`src/rtl/multicycle_ctrl.sv`:
```
// ---------------------------------------------------------------------------
// multicycle_ctrl -- main control FSM of the multicycle core.
//
// Sequences fetch / decode / execute / memory / writeback over several
// clocks. The single ALU is shared between the PC increment, address
// generation and data operations. This block drives the ALU decoder, the
// datapath mux selects and the write enables. Architectural writes are
// gated by the condition-check result.
//
// Parameters
//   CNT_W    width of the retired-instruction counter
//   TIMEOUT  memory wait cycles before bus_err sets (0 = check disabled)
//
// Ports
//   clk, rst_n          clock (rising edge), async active-low reset
//   op, funct, rd       instruction fields [27:26], [25:20], dest register
//   cond_ex             condition check passed (combinational)
//   mem_ready           memory finished the current access this cycle
//   alu_op              1 = funct-decoded ALU op, 0 = force ADD
//   alu_src_a/b         ALU operand selects
//   result_src          0 = ALU out reg, 1 = data reg, 2 = ALU result
//   adr_src             0 = PC, 1 = result bus
//   ir_write, mem_w,
//   reg_w, pc_write     strobes
//   illegal             one-cycle pulse on an op=11 decode
//   bus_err             sticky memory-timeout flag
//   retired             retired-instruction count
//
// Optional feature macro: MULTICYCLE_CTRL_PERF_EN
//   defined   -> retired counts completed instructions
//   undefined -> retired is tied to 0
// ---------------------------------------------------------------------------
module multicycle_ctrl #(
   parameter int CNT_W   = 32,
   parameter int TIMEOUT = 255
) (
   input  logic             clk,
   input  logic             rst_n,
   input  logic [1:0]       op,
   input  logic [5:0]       funct,
   input  logic [3:0]       rd,
   input  logic             cond_ex,
   input  logic             mem_ready,
   output logic             alu_op,
   output logic             alu_src_a,
   output logic [1:0]       alu_src_b,
   output logic [1:0]       result_src,
   output logic             adr_src,
   output logic             ir_write,
   output logic             mem_w,
   output logic             reg_w,
   output logic             pc_write,
   output logic             illegal,
   output logic             bus_err,
   output logic [CNT_W-1:0] retired
);

   typedef enum logic [3:0] {
      FETCH  = 4'd0,
      DECODE = 4'd1,
      MEMADR = 4'd2,
      MEMRD  = 4'd3,
      MEMWB  = 4'd4,
      MEMWR  = 4'd5,
      EXECR  = 4'd6,
      EXECI  = 4'd7,
      ALUWB  = 4'd8,
      BRANCH = 4'd9
   } state_e;

   localparam int WCNT_W = (TIMEOUT > 1) ? $clog2(TIMEOUT + 1) : 1;
   localparam logic [WCNT_W-1:0] TMO    = WCNT_W'(TIMEOUT);
   localparam logic [WCNT_W-1:0] WONE   = WCNT_W'(1);
   localparam logic              TMO_EN = (TIMEOUT != 0);

   state_e            state_q, state_d;
   logic [WCNT_W-1:0] wcnt_q, wcnt_d;
   logic              bus_err_q, bus_err_d;
   logic              waiting;

   // funct[4:1] only matter to the ALU decoder, not to sequencing
   logic unused_funct;
   assign unused_funct = ^funct[4:1];

   // ---------------- next-state ----------------
   always_comb begin
      state_d = FETCH;
      unique case (state_q)
         FETCH:  state_d = mem_ready ? DECODE : FETCH;
         DECODE: begin
            unique case (op)
               2'b00:   state_d = funct[5] ? EXECI : EXECR;
               2'b01:   state_d = MEMADR;
               2'b10:   state_d = BRANCH;
               default: state_d = FETCH;   // illegal
            endcase
         end
         MEMADR: state_d = funct[0] ? MEMRD : MEMWR;
         MEMRD:  state_d = mem_ready ? MEMWB : MEMRD;
         MEMWB:  state_d = FETCH;
         // a failed-condition store skips the memory handshake entirely
         MEMWR:  state_d = (mem_ready || !cond_ex) ? FETCH : MEMWR;
         EXECR:  state_d = ALUWB;
         EXECI:  state_d = ALUWB;
         ALUWB:  state_d = FETCH;
         BRANCH: state_d = FETCH;
         default: state_d = FETCH;
      endcase
   end

   // ---------------- output decode ----------------
   always_comb begin
      alu_op     = 1'b0;
      alu_src_a  = 1'b0;
      alu_src_b  = 2'd0;
      result_src = 2'd0;
      adr_src    = 1'b0;
      ir_write   = 1'b0;
      mem_w      = 1'b0;
      reg_w      = 1'b0;
      pc_write   = 1'b0;
      illegal    = 1'b0;
      unique case (state_q)
         FETCH: begin
            alu_src_a  = 1'b1;
            alu_src_b  = 2'd2;
            result_src = 2'd2;
            // strobes stay low while reset is held, whatever mem_ready does
            ir_write   = mem_ready & rst_n;
            pc_write   = mem_ready & rst_n;
         end
         DECODE: begin
            alu_src_a  = 1'b1;
            alu_src_b  = 2'd2;
            result_src = 2'd2;
            illegal    = (op == 2'b11);
         end
         MEMADR: begin
            alu_src_b  = 2'd1;
         end
         MEMRD: begin
            adr_src    = 1'b1;
         end
         MEMWB: begin
            result_src = 2'd1;
            // rd=15 redirects the write into the PC
            pc_write   = cond_ex & (rd == 4'd15);
            reg_w      = cond_ex & (rd != 4'd15);
         end
         MEMWR: begin
            adr_src    = 1'b1;
            mem_w      = cond_ex;
         end
         EXECR: begin
            alu_op     = 1'b1;
         end
         EXECI: begin
            alu_op     = 1'b1;
            alu_src_b  = 2'd1;
         end
         ALUWB: begin
            result_src = 2'd0;
            pc_write   = cond_ex & (rd == 4'd15);
            reg_w      = cond_ex & (rd != 4'd15);
         end
         BRANCH: begin
            alu_src_b  = 2'd1;
            result_src = 2'd2;
            pc_write   = cond_ex;
         end
         default: ;
      endcase
   end

   // ---------------- memory wait watchdog ----------------
   // Counts only while parked in a memory-wait state; leaving the state or
   // seeing mem_ready clears it. With TIMEOUT=0 it saturates at 0.
   assign waiting = ((state_q == FETCH) || (state_q == MEMRD) || (state_q == MEMWR))
                    && !mem_ready && (state_d == state_q);

   always_comb begin
      wcnt_d = '0;
      if (waiting)
         wcnt_d = (wcnt_q == TMO) ? wcnt_q : wcnt_q + WONE;
   end

   assign bus_err_d = bus_err_q | (TMO_EN & waiting & (wcnt_d == TMO));
   assign bus_err   = bus_err_q;

   always_ff @(posedge clk or negedge rst_n) begin
      if (!rst_n) begin
         state_q   <= FETCH;
         wcnt_q    <= '0;
         bus_err_q <= 1'b0;
      end else begin
         state_q   <= state_d;
         wcnt_q    <= wcnt_d;
         bus_err_q <= bus_err_d;
      end
   end

   // ---------------- retired-instruction counter ----------------
`ifdef MULTICYCLE_CTRL_PERF_EN
   logic [CNT_W-1:0] retired_q, retired_d;
   logic             retire;

   // completion = leaving a final state for FETCH; illegal decodes go
   // DECODE->FETCH and are therefore not counted
   assign retire = (state_d == FETCH) &&
                   ((state_q == MEMWB) || (state_q == MEMWR) ||
                    (state_q == ALUWB) || (state_q == BRANCH));
   assign retired_d = retire ? retired_q + CNT_W'(1) : retired_q;

   always_ff @(posedge clk or negedge rst_n) begin
      if (!rst_n) retired_q <= '0;
      else        retired_q <= retired_d;
   end

   assign retired = retired_q;
`else
   assign retired = '0;
`endif

endmodule

```
`config.mk`:
```
export PLATFORM = sky130hd
export DESIGN_NAME = multicycle_ctrl
export DESIGN_NICKNAME = d
export VERILOG_FILES = /design/src/rtl/multicycle_ctrl.sv
export SDC_FILE = /design/constraint.sdc
export NUM_CORES = 1
export LEC_CHECK = 0
export ABC_AREA = 1
export ABC_CLOCK_PERIOD_IN_PS = 1500
export CELL_PAD_IN_SITES_DETAIL_PLACEMENT = 1
export CELL_PAD_IN_SITES_GLOBAL_PLACEMENT = 1
export CORE_AREA = 2 2 63 89
export CTS_BUF_LIST = sky130_fd_sc_hd__clkbuf_8 sky130_fd_sc_hd__clkbuf_16
export DETAILED_ROUTE_END_ITERATION = 8
export DIE_AREA = 0 0 65 91
export PLACE_DENSITY_LB_ADDON = 0.15
export SYNTH_ARGS = -nofsm -noshare
export SYNTH_HDL_FRONTEND = slang
export SYNTH_SLANG_ARGS = --single-unit
```
`constraint.sdc`:
```
create_clock -name clk -period 1.5 [get_ports clk]
set_input_delay 0.225 -clock clk [delete_from_list [all_inputs] [get_ports clk]]
set_output_delay 0.225 -clock clk [all_outputs]
set_load 0.02 [all_outputs]
```
; Yosys cells after proc, flatten, opt, wreduce, memory -nomap -nowiden
; Index checks and enable logic that the tools add are counted.
[op_classes]
n_addsub = 1
n_eq_ne = 17
mux = 19
n_bitwise = 5
reduce_logical = 15
[ops]
columns = cell, count
row1 = 4-bit case mux with 6 select lines, 1
row2 = "4-bit by 3-bit == test with 1-bit output, second input constant", 4
row3 = "8-bit == test, second input constant", 2
row4 = 8-bit two-way mux, 2
row5 = "4-bit == test, second input constant", 3
row6 = 4-bit case mux with 3 select lines, 1
row7 = 1-bit two-way mux, 9
row8 = 3-bit two-way mux, 3
row9 = "8-bit by 1-bit adder with 8-bit output, second input constant", 1
row10 = "4-bit by 2-bit == test with 1-bit output, second input constant", 2
row11 = 2-bit case mux with 2 select lines, 2
row12 = 2-bit OR reduction, 4
row13 = 3-bit OR reduction, 2
row14 = 1-bit bitwise AND, 4
row15 = "2-bit == test, second input constant", 2
row16 = "4-bit by 1-bit == test with 1-bit output, second input constant", 1
row17 = 4-bit == test, 1
row18 = 4-bit logical NOT, 1
row19 = "4-bit inequality test, second input constant", 1
row20 = 1-bit logical OR, 3
row21 = 1-bit case mux with 3 select lines, 1
row22 = "2-bit by 1-bit == test with 1-bit output, second input constant", 1
row23 = 1-bit logical AND, 2
row24 = 1-bit logical NOT, 2
row25 = 2 further kinds, 2
[word_totals]
reg_bits = 13
input_bits = 16
out_inout_bits = 45
wordCells = 60

; Logic depth before layout (Yosys ltp)
; Gate-level depths: netlist (run 1).
[depth]
word_depth = 10
mapped_depth = 12
ltp_nobuf = 11

; Worst setup path after synthesis (run 1)
; OpenSTA, ideal clock, no wires.
[synth_timing]
path_kind = register -> register
from = reg wcnt_q[0]
to = reg bus_err_q, in the netlist bus_err
t_arrival_ps = 1374
required_time_ps = 1435
path_slack_ps = 61
path_stages_with_launch = 11
n_path_buf = 1
path_cell_list = dfrtp_1 > ha_1 > inv_1 > nor2_4 > nand2_2 > buf_6 > a21oi_2 > nand3_1 > nor2_1 > nand3_1 > nand2_1
[synth_between]
elab_chain_len = 6
word_cells_on_any_way = 7
[synth_rtl]
columns = element, line
row1 = start: declaration, 77  ; logic [WCNT_W-1:0] wcnt_q, wcnt_d;
row2 = start signal: assignment, 197  ; wcnt_q <= wcnt_d;
row3 = 8-bit by 1-bit adder with 8-bit output / 8-bit == test (equally long branches), 184  ; wcnt_d = (wcnt_q == TMO) ? wcnt_q : wcnt_q + WONE;
row4 = 8-bit two-way mux *, 184
row5 = 8-bit two-way mux *, 183  ; if (waiting)
row6 = 8-bit == test *, 187  ; assign bus_err_d = bus_err_q | (TMO_EN & waiting & (wcnt_d == TMO));
row7 = 1-bit bitwise AND *, 187
row8 = 1-bit bitwise OR *, 187
row9 = via bus_err_d, 78  ; logic bus_err_q, bus_err_d;
row10 = end signal: assignment, 198  ; bus_err_q <= bus_err_d;
row11 = end: declaration, 78
; The timed path passes the listed nets; every way through them passes the cells marked *.

; Final worst setup path (run 1)
[layout_timing]
from = reg state_q[2]
to = reg wcnt_q[7]
[layout_between]
elab_chain_len = 6
word_cells_on_any_way = 15
[layout_rtl]
columns = element, line
row1 = start: declaration, 76  ; state_e state_q, state_d;
row2 = start signal: assignment, 196  ; state_q <= state_d;
row3 = 4-bit by 3-bit == test with 1-bit output (tied with other cells), 88  ; unique case (state_q)
row4 = 2-bit OR reduction (no line) / 1-bit logical OR (equally long branches), --
row5 = 4-bit case mux with 6 select lines / 1-bit logical OR (equally long branches), "88, 178"
row6 = 4-bit == test / 1-bit logical AND (equally long branches), 179  ; && !mem_ready && (state_d == state_q);
row7 = 1-bit logical AND *, 179
row8 = 8-bit two-way mux *, 183
row9 = via wcnt_d[7], 77
; Marked as above.

==> results of run 1 <==
routing by layer:
layer / vias up / GRT usage, %
li1: 614 / -
met1: 605 / 10.57
met2: 34 / 28.87
met3: 6 / 1.115
met4: 0 / 3.191
met5: - / 0
flip-flops by register name (all words and copies together), names as in the netlist:
signal	cells
wcnt_q	8
state_q	4
bus_err	1
cell usage in the layout, fill, tap and decap left out, types with 7 or more instances in the layout:
| master | count |
|---|---|
| nand2_2 | 8 |
| inv_2 | 7 |
| buf_4 | 45 |
| nor2_1 | 10 |
| inv_1 | 18 |
| clkdlybuf4s50_1 | 12 |
| conb_1 | 32 |
| nor2_4 | 11 |
| dfrtp_1 | 9 |
| nand2_1 | 22 |
| nand3_1 | 7 |
| buf_6 | 10 |
cells by family after synthesis:
group,Yosys count,synth area share [%]
xor+xnor,2,1.469
fa+ha+maj,1,1.049
compound gates,17,9.550
other cells,1,0.3145
buf+inv,58,29.28
flops,13,27.28
simple gates,80,31.06
final timing paths:
| check | startpoint | to | slack (ps) | depth (start not counted) |
|---|---|---|---|---|
| max in group asynchronous | rst_n | state_q[2] | 890 | 2 |
| setup / recovery | state_q[2] | wcnt_q[7] | -100 | 7 |
| hold / removal | rst_n | state_q[1] | 430 | 2 |
| min in group clk | bus_err | bus_err | 470 | 2 |
| setup reg to reg | state_q[2] | wcnt_q[7] | -100 | 7 |
| hold reg to reg | bus_err | bus_err | 470 | 2 |
area by class of cell:
class / instances / area, um^2 / share of cell area [%]
Sequential cell: 13 / 330.3 / 16.75
Inverter: 24 / 90.09 / 4.569
Tap cell: 66 / 82.58 / 4.188
Timing Repair Buffer: 69 / 595.6 / 30.20
Multi-Input combinational cell: 132 / 828.3 / 42.01
Clock buffer: 3 / 41.29 / 2.094
Clock inverter: 1 / 3.754 / 0.1904
through the flow:
stage / cell area [um^2] / setup TNS, ps
after floorplan: 1309 / 0
after detailed placement: 1655 / -6155
after CTS: 1755 / -1412
after global placement: 1655 / -5639
after global routing: 1972 / -2422
final: 1972 / -905.9
Yosys cell counts:
cell type  number  area [um^2]
buf_4          33        247.7
nand2_1        30        112.6
inv_1          23        86.33
nor2_1         21        78.83
dfrtp_1        13        325.3
nand3_1        12        60.06
nand2_2         6        37.54
o21ai_0         4        20.02
a21oi_1         3        15.01
nor2_2          3        18.77
nor2_4          3        33.78
nor3_1          3        15.01
a31oi_1         2        12.51
o221ai_1        2        17.52
a21oi_2         1        8.760
a31o_2          1        8.760
buf_6           1        11.26
clkinv_1        1        3.750
conb_1          1        3.750
ha_1            1        12.51
nand3b_1        1        7.510
nand4_1         1        6.260
o2111ai_1       1        8.760
o211ai_1        1        7.510
o21bai_1        1        7.510
o31ai_1         1        7.510
xnor2_1         1        8.760
xor2_1          1        8.760
power by group through the flow:
stage	Combinational [W]	Clock (W)	Sequential, W
3_3_place_gp	0.00153	0	0.000475
3_5_place_dp	0.00157	0	0.000479
6_report	0.00214	0.000301	0.000523
4_1_cts	0.00169	0.000314	0.000480
5_1_grt	0.00228	0.000335	0.000536
2_1_floorplan	0.000806	0	0.000463
critical path, delay by kind of cell, from the launching register on:
kind	cells	cell delay, ps
buf+inv	2	290
compound gates	2	400
simple gates	3	380
flops	1	440
repair_timing:
action	CTS	global route
pin swaps	6	11
setup buffers	3	6
endpoints found under the setup margin	21	22
gates resized for setup	84	50
==> results.txt, run 1 <==
drt pass-1 iters: 4
Residual DRC: 0
core area: 0.005081 mm^2
IO Port Bufs: 24
yosys warns: 0
failing checks: setup timing
die height: 91 um
DIE WIDTH: 65 um
Core Util, Final: 38.81%
Synth Register Bits: 13
# H-tree levels: 1
register area share after synthesis: 27.28%
met2 wire len: 2.534 mm
Max Cap Violations: 0
CP max-delay cell: dfrtp_2
full die area: 0.005915 mm^2
RSZ-0062 raised after global routing: yes
placed insts: 295
Sink Count: 13
PwrDens: 1505 mW/mm^2
synth unique cells: 28
initial antenna violation count: 0
NetSw: 0.001351 W
DRT iter0 DRCs: 22
gpl congestion: 0.7800
final hold slack: 427.6 ps
status: complete, but fails checks
area of the mapped netlist: 0.001192 mm^2
largest net degree at the start of global routing: 14
Fin. Hold Viols: 0
setup violators final: 15
post-DR wirelength/cell: 12.56 um
total wire length: 3.870 mm
grt ovf: 0
period utilization: 106.6%
Clk pwr share: 10.2%
vias in the first global route: 1,300
Slew Limit Fails: 0
crit end category: register
share of cells above drive strength 1: 47.93%
syn avg cell area: 6.933 um^2
CP arrival: 1760 ps
worst-path fanout max: 7
top sig layer: met4
M1 WL: 1.131 mm
CP Launch Type: register
clock buffer depth: 2
min-delay worst type: in -> async
Layout area overhead: 65.37%
fmax: 625.6 MHz
antenna fix cells: 0
GRT Total Usage: 12.70%
Clock Latency Late Sink: 240 ps
Setup WS pre-CTS: -489.1 ps
clock root buffer: clkbuf_8
Post-CTS Hold Buffers: 0
Worst Path Required: 1660 ps
Max VDD drop: 671.5 uV
Sw Share: 45.55%
Filler Cell Count: 639
Final ANT Viol Nets: 0
largest stage delay on the critical path: 440 ps
first-pass GRT wire length: 5.802 mm
metal3 WL: 117 um
critical path type: reg -> reg
Ports: 61
vias: 1,259
clock-pin slew on the worst setup and hold paths: 60 ps
fin nets: 260
Clock Skew: 3.533 ps
TritonCTS clock tree: built
worst-path cell chain: nor2_4, buf_6, nand2_1, a31oi_2, nand2_4, buf_12, a31oi_4
Syn Inst Count: 172
Rows: 31
final instance count without filler cells: 308
vias per inst: 4.088
Period minus WS final: 1599 ps
Comb pwr share: 72.2%
leak pwr: 0.9947 nW
TritonCTS Buffers: 3
Tot Pwr: 0.002967 W
Int Power: 0.001616 W
Reg power frac: 17.6%
Starting Density: 23.47%
final worst slack: -98.52 ps
DPL Wire Length: 3.115 mm
No activity file was read; power rests on OpenSTA's default activity.
==> inputs of run 2 (changes only) <==
--- a/config.mk
+++ b/config.mk
@@ -9,11 +9,13 @@
 export ABC_CLOCK_PERIOD_IN_PS = 1500
 export CELL_PAD_IN_SITES_DETAIL_PLACEMENT = 1
 export CELL_PAD_IN_SITES_GLOBAL_PLACEMENT = 1
-export CORE_AREA = 2 2 63 89
+export CORE_AREA = 2 2 51 72
 export CTS_BUF_LIST = sky130_fd_sc_hd__clkbuf_8 sky130_fd_sc_hd__clkbuf_16
 export DETAILED_ROUTE_END_ITERATION = 8
-export DIE_AREA = 0 0 65 91
+export DIE_AREA = 0 0 53 74
+export DONT_BUFFER_PORTS = 1
 export PLACE_DENSITY_LB_ADDON = 0.15
+export REMOVE_ABC_BUFFERS = 1
 export SYNTH_ARGS = -nofsm -noshare
 export SYNTH_HDL_FRONTEND = slang
 export SYNTH_SLANG_ARGS = --single-unit
==> run 2 against run 1 <==
  * The flow still finishes with violations (setup timing)
  * Worst setup slack got worse by 8.9 ps
  * Combinational power fell by 8%
  * Cell count fell by 17%
  * First-iteration DRC count fell by 64%
  * Register-to-register slack improved by 20 ps
  * Power fell by 6.8%
  * Fmax fell by 0.55%
  * Global-route usage rose by 5.4 points
  * Wire length fell by 5.3%
  * Die area fell by 34%
  * Non-clock buffer count fell by 25
  * Sequential share of layout area rose by 2.3 points
  * Largest cell class unchanged
==> results.txt, run 2 (synthesized netlist as in run 1, its figures left out) <==
Starting Density: 36.30%
leading cell types in the layout, fill and taps excluded: buf_4, conb_1, nand2_1
setup violators final: 17
clock root buffer: clkbuf_8
Period minus WS final: 1607 ps
Int Power: 0.001469 W
leak pwr: 0.8735 nW
# H-tree levels: 1
antenna fix cells: 0
Sink Count: 13
Slew Limit Fails: 0
share of cells above drive strength 1: 47.00%
PwrDens: 1600 mW/mm^2
CP max-delay cell: dfrtp_1
vias per inst: 4.580
clock buffer depth: 2
GRT Total Usage: 18.07%
top cell family by delay on the critical path: flip-flops
first-pass GRT wire length: 5.230 mm
CP Launch Type: register
Slew Limit Headroom: 58.72%
worst-path fanout max: 5
Max VDD drop: 934.6 uV
Residual DRC: 0
period utilization: 107.2%
R2R setup slack: -80 ps
die height: 74 um
DIE WIDTH: 53 um
TritonCTS clock tree: built
critical path type: reg -> out
Final ANT Viol Nets: 0
initial antenna violation count: 0
Clock Latency Late Sink: 240 ps
crit end category: primary output
vias in the first global route: 1,151
post-DR wirelength/cell: 14.26 um
fmax: 622.1 MHz
min-delay worst type: in -> reg
IO Port Bufs: 0
Tot Pwr: 0.002764 W
Ports: 61
Worst Path Buf+Inv: 2
clock-pin slew on the worst setup and hold paths: 50 ps
core area: 0.003284 mm^2
grt met3 use: 2.410%
NetSw: 0.001296 W
hold depth: 1
Worst Path Required: 1270 ps
Top reg by flops: wcnt_q
Clk pwr share: 10.8%
measured slew at the worst slew-check pin: 617.2 ps
largest stage delay on the critical path: 420 ps
R2R Path End: wcnt_q[4]
grt ovf: 0
Layout area overhead: 44.91%
drt pass-1 iters: 2
min-delay src: op[1]
full die area: 0.003922 mm^2
gpl congestion: 0.8140
Sw Share: 46.87%
status: complete, but fails checks
fin nets: 235
Rows: 25
worst-path cell chain: nor2_2, buf_6, nand2_4, nor2_4, nand2_2, o221ai_2, buf_4
Max Cap Violations: 0
M2 GR Usage: 36.25%
final worst slack: -107.4 ps
CP arrival: 1380 ps
Fin. Hold Viols: 0
DPL Wire Length: 2.625 mm
max reg flops: 8
hold path endpoint: state_q[1]
commonest non-fill, non-tap cell in the layout: buf_4
Reg power frac: 18.2%
failing checks: setup timing
final hold slack: 126.6 ps
TritonCTS Buffers: 3
RSZ-0062 raised after global routing: yes
r2r worst-path depth: 8
reg-to-reg critical path startpoint: state_q[3]
global routing's busiest layer: met2
DRT iter0 DRCs: 8
total wire length: 3.665 mm
vias: 1,177
Comb pwr share: 71.0%
largest net degree at the start of global routing: 14
met1 usage: 17.74%
Clock Skew: 1.273 ps
[run 2: repair_timing]
action	CTS	global route
endpoints found under the setup margin	21	21
pin swaps	7	20
resized for setup	28	41
setup buffers	8	7
endpoints found under the hold margin	13	0
hold buffers	1	0
[run 2: area by class of cell]
class                           count  area (um^2)
Inverter                           24        95.09
Clock buffer                        3        41.29
Sequential cell                    13        329.1
Fill cell                         425         1556
Tap cell                           40        50.05
Timing Repair Buffer               44        384.1
Clock inverter                      1        3.754
Multi-Input combinational cell    132        824.5
[run 2: per-stage QoR]
step | instances | cell area (um^2) | TNS [ps] | worst slack, ps | utilization (%)
after floorplan | 169 | 1050 | 0 | 65.49 | -
after global placement | 238 | 1330 | -65.15 | -65.15 | 40.50
after detailed placement | 238 | 1330 | -212.3 | -111.1 | 40.50
after CTS | 250 | 1540 | -1051 | -123.4 | 46.90
after global routing | 257 | 1728 | -2803 | -225.6 | 52.61
final | 257 | 1728 | -1091 | -107.4 | 52.61
[run 2: worst max-delay path by stage]
stage,from,depth (start not counted),slack [ps],to
after floorplan,state_q[3],3,70,result_src[1]
after global placement,wcnt_q[0],11,-70,bus_err
after detailed placement,state_q[2],8,-110,bus_err
after CTS,state_q[2],7,-120,pc_write
after global routing,state_q[2],5,-230,reg_w
final,state_q[3],7,-110,pc_write
[run 2: power groups by stage]
stage	registers (W)	clock network (W)	logic (W)
5_1_grt	0.000514	0.000324	0.00210
4_1_cts	0.000491	0.000316	0.00163
3_3_place_gp	0.000479	0	0.00122
3_5_place_dp	0.000487	0	0.00126
2_1_floorplan	0.000475	0	0.000717
6_report	0.000503	0.000299	0.00196
[run 2: per-layer routing]
layer	wire [um]	vias up
li1	-	564
met1	1189	585
met2	2288	20
met3	70	8
met4	116	0
met5	0	-
